--- src/rtl/snake_pkg.sv ---
// Shared direction encodings, PS2 set-2 scan codes and parser states for the snake direction path.
// Directions are one-hot so the movement logic can consume them without decoding.
package snake_pkg;

    localparam logic [3:0] DIR_IDLE  = 4'b0000;
    localparam logic [3:0] DIR_UP    = 4'b0001;
    localparam logic [3:0] DIR_LEFT  = 4'b0010;
    localparam logic [3:0] DIR_DOWN  = 4'b0100;
    localparam logic [3:0] DIR_RIGHT = 4'b1000;

    localparam logic [7:0] SC_EXT   = 8'hE0;
    localparam logic [7:0] SC_BRK   = 8'hF0;
    localparam logic [7:0] SC_UP    = 8'h75;
    localparam logic [7:0] SC_LEFT  = 8'h6B;
    localparam logic [7:0] SC_DOWN  = 8'h72;
    localparam logic [7:0] SC_RIGHT = 8'h74;
    localparam logic [7:0] SC_W     = 8'h1D;
    localparam logic [7:0] SC_A     = 8'h1C;
    localparam logic [7:0] SC_S     = 8'h1B;
    localparam logic [7:0] SC_D     = 8'h23;

    typedef enum logic [1:0] {IDLE, EXT, BRK, EXT_BRK} parseState_t;

    function automatic logic [3:0] oppositeDir(input logic [3:0] dir);
        case (dir)
            DIR_UP:    return DIR_DOWN;
            DIR_DOWN:  return DIR_UP;
            DIR_LEFT:  return DIR_RIGHT;
            DIR_RIGHT: return DIR_LEFT;
            default:   return DIR_IDLE;
        endcase
    endfunction

endpackage

--- src/rtl/snake_dir_fifo.sv ---
// Pending-turn queue: DEPTH entries of 4-bit direction, head/tail visible combinationally, level updates next edge.
// No internal guarding: the owner must not push when full without a pop, nor pop when empty.
module snake_dir_fifo
    import snake_pkg::*;
#(
    parameter int DEPTH = 2,
    parameter int LVL_W = 3
) (
    input  logic             clk,
    input  logic             rst_n,
    input  logic             clear,
    input  logic             push,
    input  logic             pop,
    input  logic [3:0]       pushDir,
    output logic [3:0]       head,
    output logic [3:0]       tail,
    output logic [LVL_W-1:0] level,
    output logic             full
);

    localparam int PTR_W = (DEPTH > 1) ? $clog2(DEPTH) : 1;

    logic [3:0]       mem [DEPTH];
    logic [PTR_W-1:0] rdPtr;
    logic [PTR_W-1:0] wrPtr;
    logic [PTR_W-1:0] lastPtr;

    function automatic logic [PTR_W-1:0] nextPtr(input logic [PTR_W-1:0] p);
        return (p == PTR_W'(DEPTH - 1)) ? '0 : p + 1'b1;
    endfunction

    assign lastPtr = (wrPtr == '0) ? PTR_W'(DEPTH - 1) : wrPtr - 1'b1;
    assign head    = mem[rdPtr];
    assign tail    = mem[lastPtr];
    assign full    = (level == LVL_W'(DEPTH));

    always_ff @(posedge clk) begin
        if (push) begin
            mem[wrPtr] <= pushDir;
        end
    end

    always_ff @(posedge clk or negedge rst_n) begin
        if (!rst_n) begin
            rdPtr <= '0;
            wrPtr <= '0;
            level <= '0;
        end else if (clear) begin
            rdPtr <= '0;
            wrPtr <= '0;
            level <= '0;
        end else begin
            if (push) wrPtr <= nextPtr(wrPtr);
            if (pop)  rdPtr <= nextPtr(rdPtr);
            if (push && !pop)      level <= level + 1'b1;
            else if (pop && !push) level <= level - 1'b1;
        end
    end

endmodule

--- src/rtl/snake_dir_ctrl.sv ---
// Decodes PS2 arrow/WASD make codes into validated turns, queues them, and applies one per game tick.
// Key to queue_level: 1 cycle; tick to direction: 1 cycle; turns arriving at a full queue are dropped and flagged.
module snake_dir_ctrl
    import snake_pkg::*;
#(
    parameter int QDEPTH = 2,
    parameter int LVL_W  = 3
) (
    input  logic             clk,
    input  logic             rst_n,
    input  logic [7:0]       scan_byte,
    input  logic             scan_valid,
    input  logic             tick,
    input  logic             game_rst,
    output logic [3:0]       direction,
    output logic             dir_change,
    output logic [LVL_W-1:0] queue_level,
    output logic             overflow
);

    parseState_t      state;
    logic             keyVld;
    logic [3:0]       keyDir;
    logic [3:0]       refDir;
    logic             accept;
    logic             doPush;
    logic             doPop;
    logic [3:0]       qHead;
    logic [3:0]       qTail;
    logic [LVL_W-1:0] qLevel;
    logic             qFull;

    always_comb begin
        keyVld = 1'b0;
        keyDir = DIR_IDLE;
        if (scan_valid) begin
            case (state)
                IDLE: case (scan_byte)
                    SC_W:    begin keyVld = 1'b1; keyDir = DIR_UP;    end
                    SC_A:    begin keyVld = 1'b1; keyDir = DIR_LEFT;  end
                    SC_S:    begin keyVld = 1'b1; keyDir = DIR_DOWN;  end
                    SC_D:    begin keyVld = 1'b1; keyDir = DIR_RIGHT; end
                    default: ;
                endcase
                EXT: case (scan_byte)
                    SC_UP:    begin keyVld = 1'b1; keyDir = DIR_UP;    end
                    SC_LEFT:  begin keyVld = 1'b1; keyDir = DIR_LEFT;  end
                    SC_DOWN:  begin keyVld = 1'b1; keyDir = DIR_DOWN;  end
                    SC_RIGHT: begin keyVld = 1'b1; keyDir = DIR_RIGHT; end
                    default:  ;
                endcase
                default: ;
            endcase
        end
    end

    always_ff @(posedge clk or negedge rst_n) begin
        if (!rst_n) begin
            state <= IDLE;
        end else if (game_rst) begin
            state <= IDLE;
        end else if (scan_valid) begin
            case (state)
                IDLE:    state <= (scan_byte == SC_EXT) ? EXT :
                                  (scan_byte == SC_BRK) ? BRK : IDLE;
                EXT:     state <= (scan_byte == SC_BRK) ? EXT_BRK : IDLE;
                default: state <= IDLE;
            endcase
        end
    end

    // Validate against the newest queued turn so a burst of taps chains correctly.
    assign refDir = (qLevel != '0) ? qTail : direction;
    assign accept = keyVld && ((refDir == DIR_IDLE) ||
                               (keyDir != refDir && keyDir != oppositeDir(refDir)));
    assign doPop  = tick && (qLevel != '0) && !game_rst;
    assign doPush = accept && (!qFull || doPop) && !game_rst;

    snake_dir_fifo #(
        .DEPTH (QDEPTH),
        .LVL_W (LVL_W)
    ) u_fifo (
        .clk     (clk),
        .rst_n   (rst_n),
        .clear   (game_rst),
        .push    (doPush),
        .pop     (doPop),
        .pushDir (keyDir),
        .head    (qHead),
        .tail    (qTail),
        .level   (qLevel),
        .full    (qFull)
    );

    assign queue_level = qLevel;

    always_ff @(posedge clk or negedge rst_n) begin
        if (!rst_n) begin
            direction  <= DIR_IDLE;
            dir_change <= 1'b0;
            overflow   <= 1'b0;
        end else if (game_rst) begin
            direction  <= DIR_IDLE;
            dir_change <= 1'b0;
            overflow   <= 1'b0;
        end else begin
            dir_change <= doPop;
            if (doPop) direction <= qHead;
            if (accept && qFull && !doPop && !game_rst) overflow <= 1'b1;
        end
    end

endmodule

--- config.mk ---
export PLATFORM = sky130hd
export DESIGN_NAME = snake_dir_ctrl
export DESIGN_NICKNAME = d
export VERILOG_FILES = /design/src/rtl/snake_pkg.sv /design/src/rtl/snake_dir_fifo.sv /design/src/rtl/snake_dir_ctrl.sv
export SDC_FILE = /design/constraint.sdc
export NUM_CORES = 1
export LEC_CHECK = 0
export BUFFER_PORTS_ARGS = -buffer_cell sky130_fd_sc_hd__buf_2
export CORE_MARGIN = 2
export CORE_UTILIZATION = 59
export CTS_BUF_LIST = sky130_fd_sc_hd__clkbuf_2
export DETAILED_ROUTE_END_ITERATION = 6
export GPL_TIMING_DRIVEN = 0
export PLACE_DENSITY = 0.82
export SLEW_MARGIN = 15
export SYNTH_ARGS = -nofsm -noshare
export SYNTH_HDL_FRONTEND = slang
export SYNTH_SLANG_ARGS = --single-unit
--- constraint.sdc ---
create_clock -name clk -period 3.89 [get_ports clk]
set_input_delay 0.1945 -clock clk [delete_from_list [all_inputs] [get_ports clk]]
set_output_delay 0.1945 -clock clk [all_outputs]
set_load 0.02 [all_outputs]
==> impl_metrics.toml <==
[logic_synthesis]
postSynthNetCount = 183
synthesis.yosys.warnings = 0
synth_cell_types = 54
synthArstFlopShare_pct = 61.90
ys_seq_area_share_pct = 37.17
post_synthesis_average_cell_area_um2 = 9.003
synth_enable_flop_cells = 8
synthFlopType = "dfrtp_1"
synth.cell_area_um2 = 1521
postSynthRegisterBits = 21
synthCells = 169

[pwr]
lkg_pwr_nw = 0.6730
peakVddDrop_uv = 517.2
swShare_pct = 47.94
cellInternalPower_mw = 0.5764
combinationalPowerShare_pct = 62.4
design_power_total_mw = 1.107
clkPwrFrac_pct = 8.7
p_switching_mw = 0.5308
share_of_power_burned_in_registers_pct = 28.9
power.density_cell_area_nw_per_um2 = 655.5

[global_routing]
grt.total_usage_pct = 27.05
first_global_vias = 1357
grt_overflow_total = 0
grt_pass1_wl_um = 5775
number_of_antenna_violations_at_the_first_check_in_global_routing = 0
grt_max_degree = 14

[min_path]
hold_path_depth = 3
hold_path_class = "input pin to flip-flop"
timing.hold.worst_endpoint = "state[1]$_DFFE_PN0P_"
hold_start = "scan_byte[4]"

[routing]
vias_per_cell = 6.438
total_wire_length_after_detailed_routing_um = 3642
post_drt_wl_per_cell_um = 16.26
dr.first_iter.drc_count = 54
detail_route.drc_violations = 0
detail-route-antenna-nets = 0
drt_pass1_iterations = 4
detailroute.via_count = 1442

[placed_design]
input_output_buffers = 20
gpl.final_weighted_congestion = 0.8634
post-dp-hpwl_um = 2804

[sta]
maximum_frequency_from_static_timing_analysis_ghz = 0.2829
tightestPinTransition_ns = 0.6767
finalCritPeriodShare_pct = 90.85
final.hold.worst_slack_ns = 0.1322
setup_viol = 0
grt_setup_unrepaired = "false"
final.setup_skew_ns = 0.01675
final-max-slew-violation-count = 0
fin_setup_tns_ns = 0
hold_viol = 0
timing.max_slew.rel_slack_pct = 54.25
period_needed_ns = 3.534

[die]
floorplan.die.height_um = 54.78
placementRows = 18
floorplan.die.width_um = 54.78
die-area_um2 = 3001
top_level_ports = 22
floorplan.initialDensity_pct = 61.98
core_region_area_um2 = 2455

[clocking]
worst_skew_late_latency_ns = 0.34
number_of_h_tree_levels = 1
clk_root_buffer_cell = "clkbuf_2"
cts.clk_slew.worst_paths_ns = 0.22
cts_inserted_buffers = 3
tritoncts = "done"
clock_sink_count = 21
post_cts_setup_driven_buffer_insertion_count = 0
cts-root-to-sink-buffers = 2

[worst_setup_path]
path_class = "flip-flop to flip-flop"
timing.critical_path.fanout_max = 8
critical_path_capture_point_type = "flip-flop"
worstRegToRegCells = 14
crit-reg2reg-capture = "u_fifo.level[2]$_DFFE_PN0P_"
reg2reg_slack_ns = 0.36
regToRegStartpoint = "u_fifo.level[0]$_DFFE_PN0P_"
cp.arrival_ns = 3.80
cp.required_ns = 4.16
timing.critical_path.from = "u_fifo.level[0]$_DFFE_PN0P_"
setup.worst_path.start_class = "flip-flop"

[cells_and_area]
layout-drive-gt1-share_pct = 18.04
fillCellCount = 213
antenna_cells = 0
layout.nets = 209
area.growth.synth_to_final_pct = 11.02

[outcome]
result_of_the_run = "completed"

[run]
max-cap-violations = 0
[layout by cell type, fill, tap and decap left out, drive strengths merged, types with 2 or more instances in the layout]
master / netlist / final
dfrtp: 13 / 13
nand2b: 5 / 5
edfxtp: 8 / 8
nor3b: 4 / 4
nand2: 14 / 14
xnor2: 4 / 4
nor4b: 3 / 3
o21ai: 5 / 5
or3: 5 / 5
clkbuf: 4 / 7
nor4: 3 / 3
nand3b: 2 / 2
xor2: 2 / 2
buf: 3 / 23
nor2: 20 / 20
nor3: 9 / 9
mux2: 2 / 2
inv: 7 / 7
o2bb2ai: 2 / 2
a21oi: 11 / 11
a211oi: 7 / 7
a221oi: 2 / 2
o32ai: 2 / 2
a22oi: 3 / 3
mux2i: 7 / 7
[logic make-up (layout without fill, tap and decap cells)]
kind of cell	after synthesis	count (layout)	synth area share, %
and+or+nand+nor	77	77	28.37
AOI/OAI and AO/OA	41	41	19.33
DFF	21	21	37.17
buffers and inverters	14	39	4.029
muxes	9	9	6.332
xor gates and xnor gates	6	6	3.454
adders and majority gates	1	1	1.316
[layer usage]
metal / global-route usage (%) / up-vias / part of all wire [%]
met5: 0 / - / 0
met4: 10.83 / 0 / 2.0
met3: 4.098 / 9 / 4.9
met2: 48.41 / 46 / 52
met1: 31.90 / 705 / 41
li1: - / 682 / -
[power by group through the flow]
stage / sequential, mW / combinational [mW] / clock [mW]
2_1_floorplan: 0.344 / 0.503 / 0
3_3_place_gp: 0.315 / 0.651 / 0
3_5_place_dp: 0.321 / 0.679 / 0
4_1_cts: 0.317 / 0.682 / 0.0939
5_1_grt: 0.326 / 0.753 / 0.103
6_report: 0.320 / 0.691 / 0.0960
[worst max-delay path by stage]
stage,endpoint,slack [ns]
after floorplan,u_fifo.level[2]$_DFFE_PN0P_,0.65
after global placement,u_fifo.level[2]$_DFFE_PN0P_,0.55
after detailed placement,u_fifo.level[2]$_DFFE_PN0P_,0.44
after CTS,u_fifo.level[2]$_DFFE_PN0P_,0.38
after global routing,u_fifo.level[2]$_DFFE_PN0P_,0.01
final,u_fifo.level[2]$_DFFE_PN0P_,0.36
[sequential cells by signal, summed over array words and instances (netlist names)]
name and flops:
state 2, u_fifo.mem 8, overflow 1, dir_change 1, direction 4, u_fifo.level 3
u_fifo.wrPtr 1, u_fifo.rdPtr 1
[metrics by stage]
| stage | utilization, % | worst slack, ns | cell area (µm²) | instances |
|---|---|---|---|---|
| after floorplan | - | 0.6481 | 1521 | 169 |
| after global placement | 67.58 | 0.5482 | 1659 | 219 |
| after detailed placement | 67.58 | 0.4354 | 1659 | 219 |
| after CTS | 68.81 | 0.3832 | 1689 | 224 |
| after global routing | 68.81 | 0.01406 | 1689 | 224 |
| final | 68.81 | 0.3557 | 1689 | 224 |
[timing repair]
item | 4_1_cts | 5_1_grt
endpoints found under the hold margin | 13 | 0
gates resized for setup | 0 | 0
setup endpoints to repair | 0 | 0
hold buffers | 1 | 0
[final cells by class]
type                       count  area, µm²  area share, %
buffer                         7      35.03          2.074
clock buffer                   3      15.01         0.8889
clock inverter                 1      5.005         0.2963
inverter                       7      26.28          1.556
multi-input combinational    134      894.6          52.96
sequential                    21      565.5          33.48
tap                           30      37.54          2.222
timing repair buffer          21      110.1          6.519
[Yosys cell counts, types with 2 or more instances]
cell type,instances,area (µm²)
a211oi_1,7,52.55
a21oi_1,10,50.05
a22oi_1,3,22.52
clkbuf_1,4,15.01
dfrtp_1,13,325.3
edfxtp_1,8,240.2
inv_1,7,26.28
mux2i_1,7,70.07
nand2_1,14,52.55
nand2b_1,5,31.28
nand3b_1,2,15.01
nor2_1,20,75.07
nor3_1,9,45.04
nor3b_1,2,15.01
nor3b_2,2,25.02
nor4_1,3,18.77
nor4b_1,3,26.28
o21ai_0,3,15.01
o21ai_1,2,10.01
o2bb2ai_1,2,17.52
o32ai_1,2,17.52
or3_1,5,31.28
xnor2_1,4,35.03
xor2_1,2,17.52
[worst max-delay path: stages (launching register included)]
cell	delay, ns
dfrtp_1	0.52
or3_1	0.41
buf_6	0.15
mux2_4	0.33
a221o_1	0.28
o2bb2ai_1	0.16
a221oi_1	0.12
a311o_1	0.36
nand2_1	0.23
nor3_1	0.11
fa_1	0.45
nor2_1	0.12
nor2_1	0.05
o21bai_1	0.12
nand2_1	0.06
(Power assumes the default switching activity.)
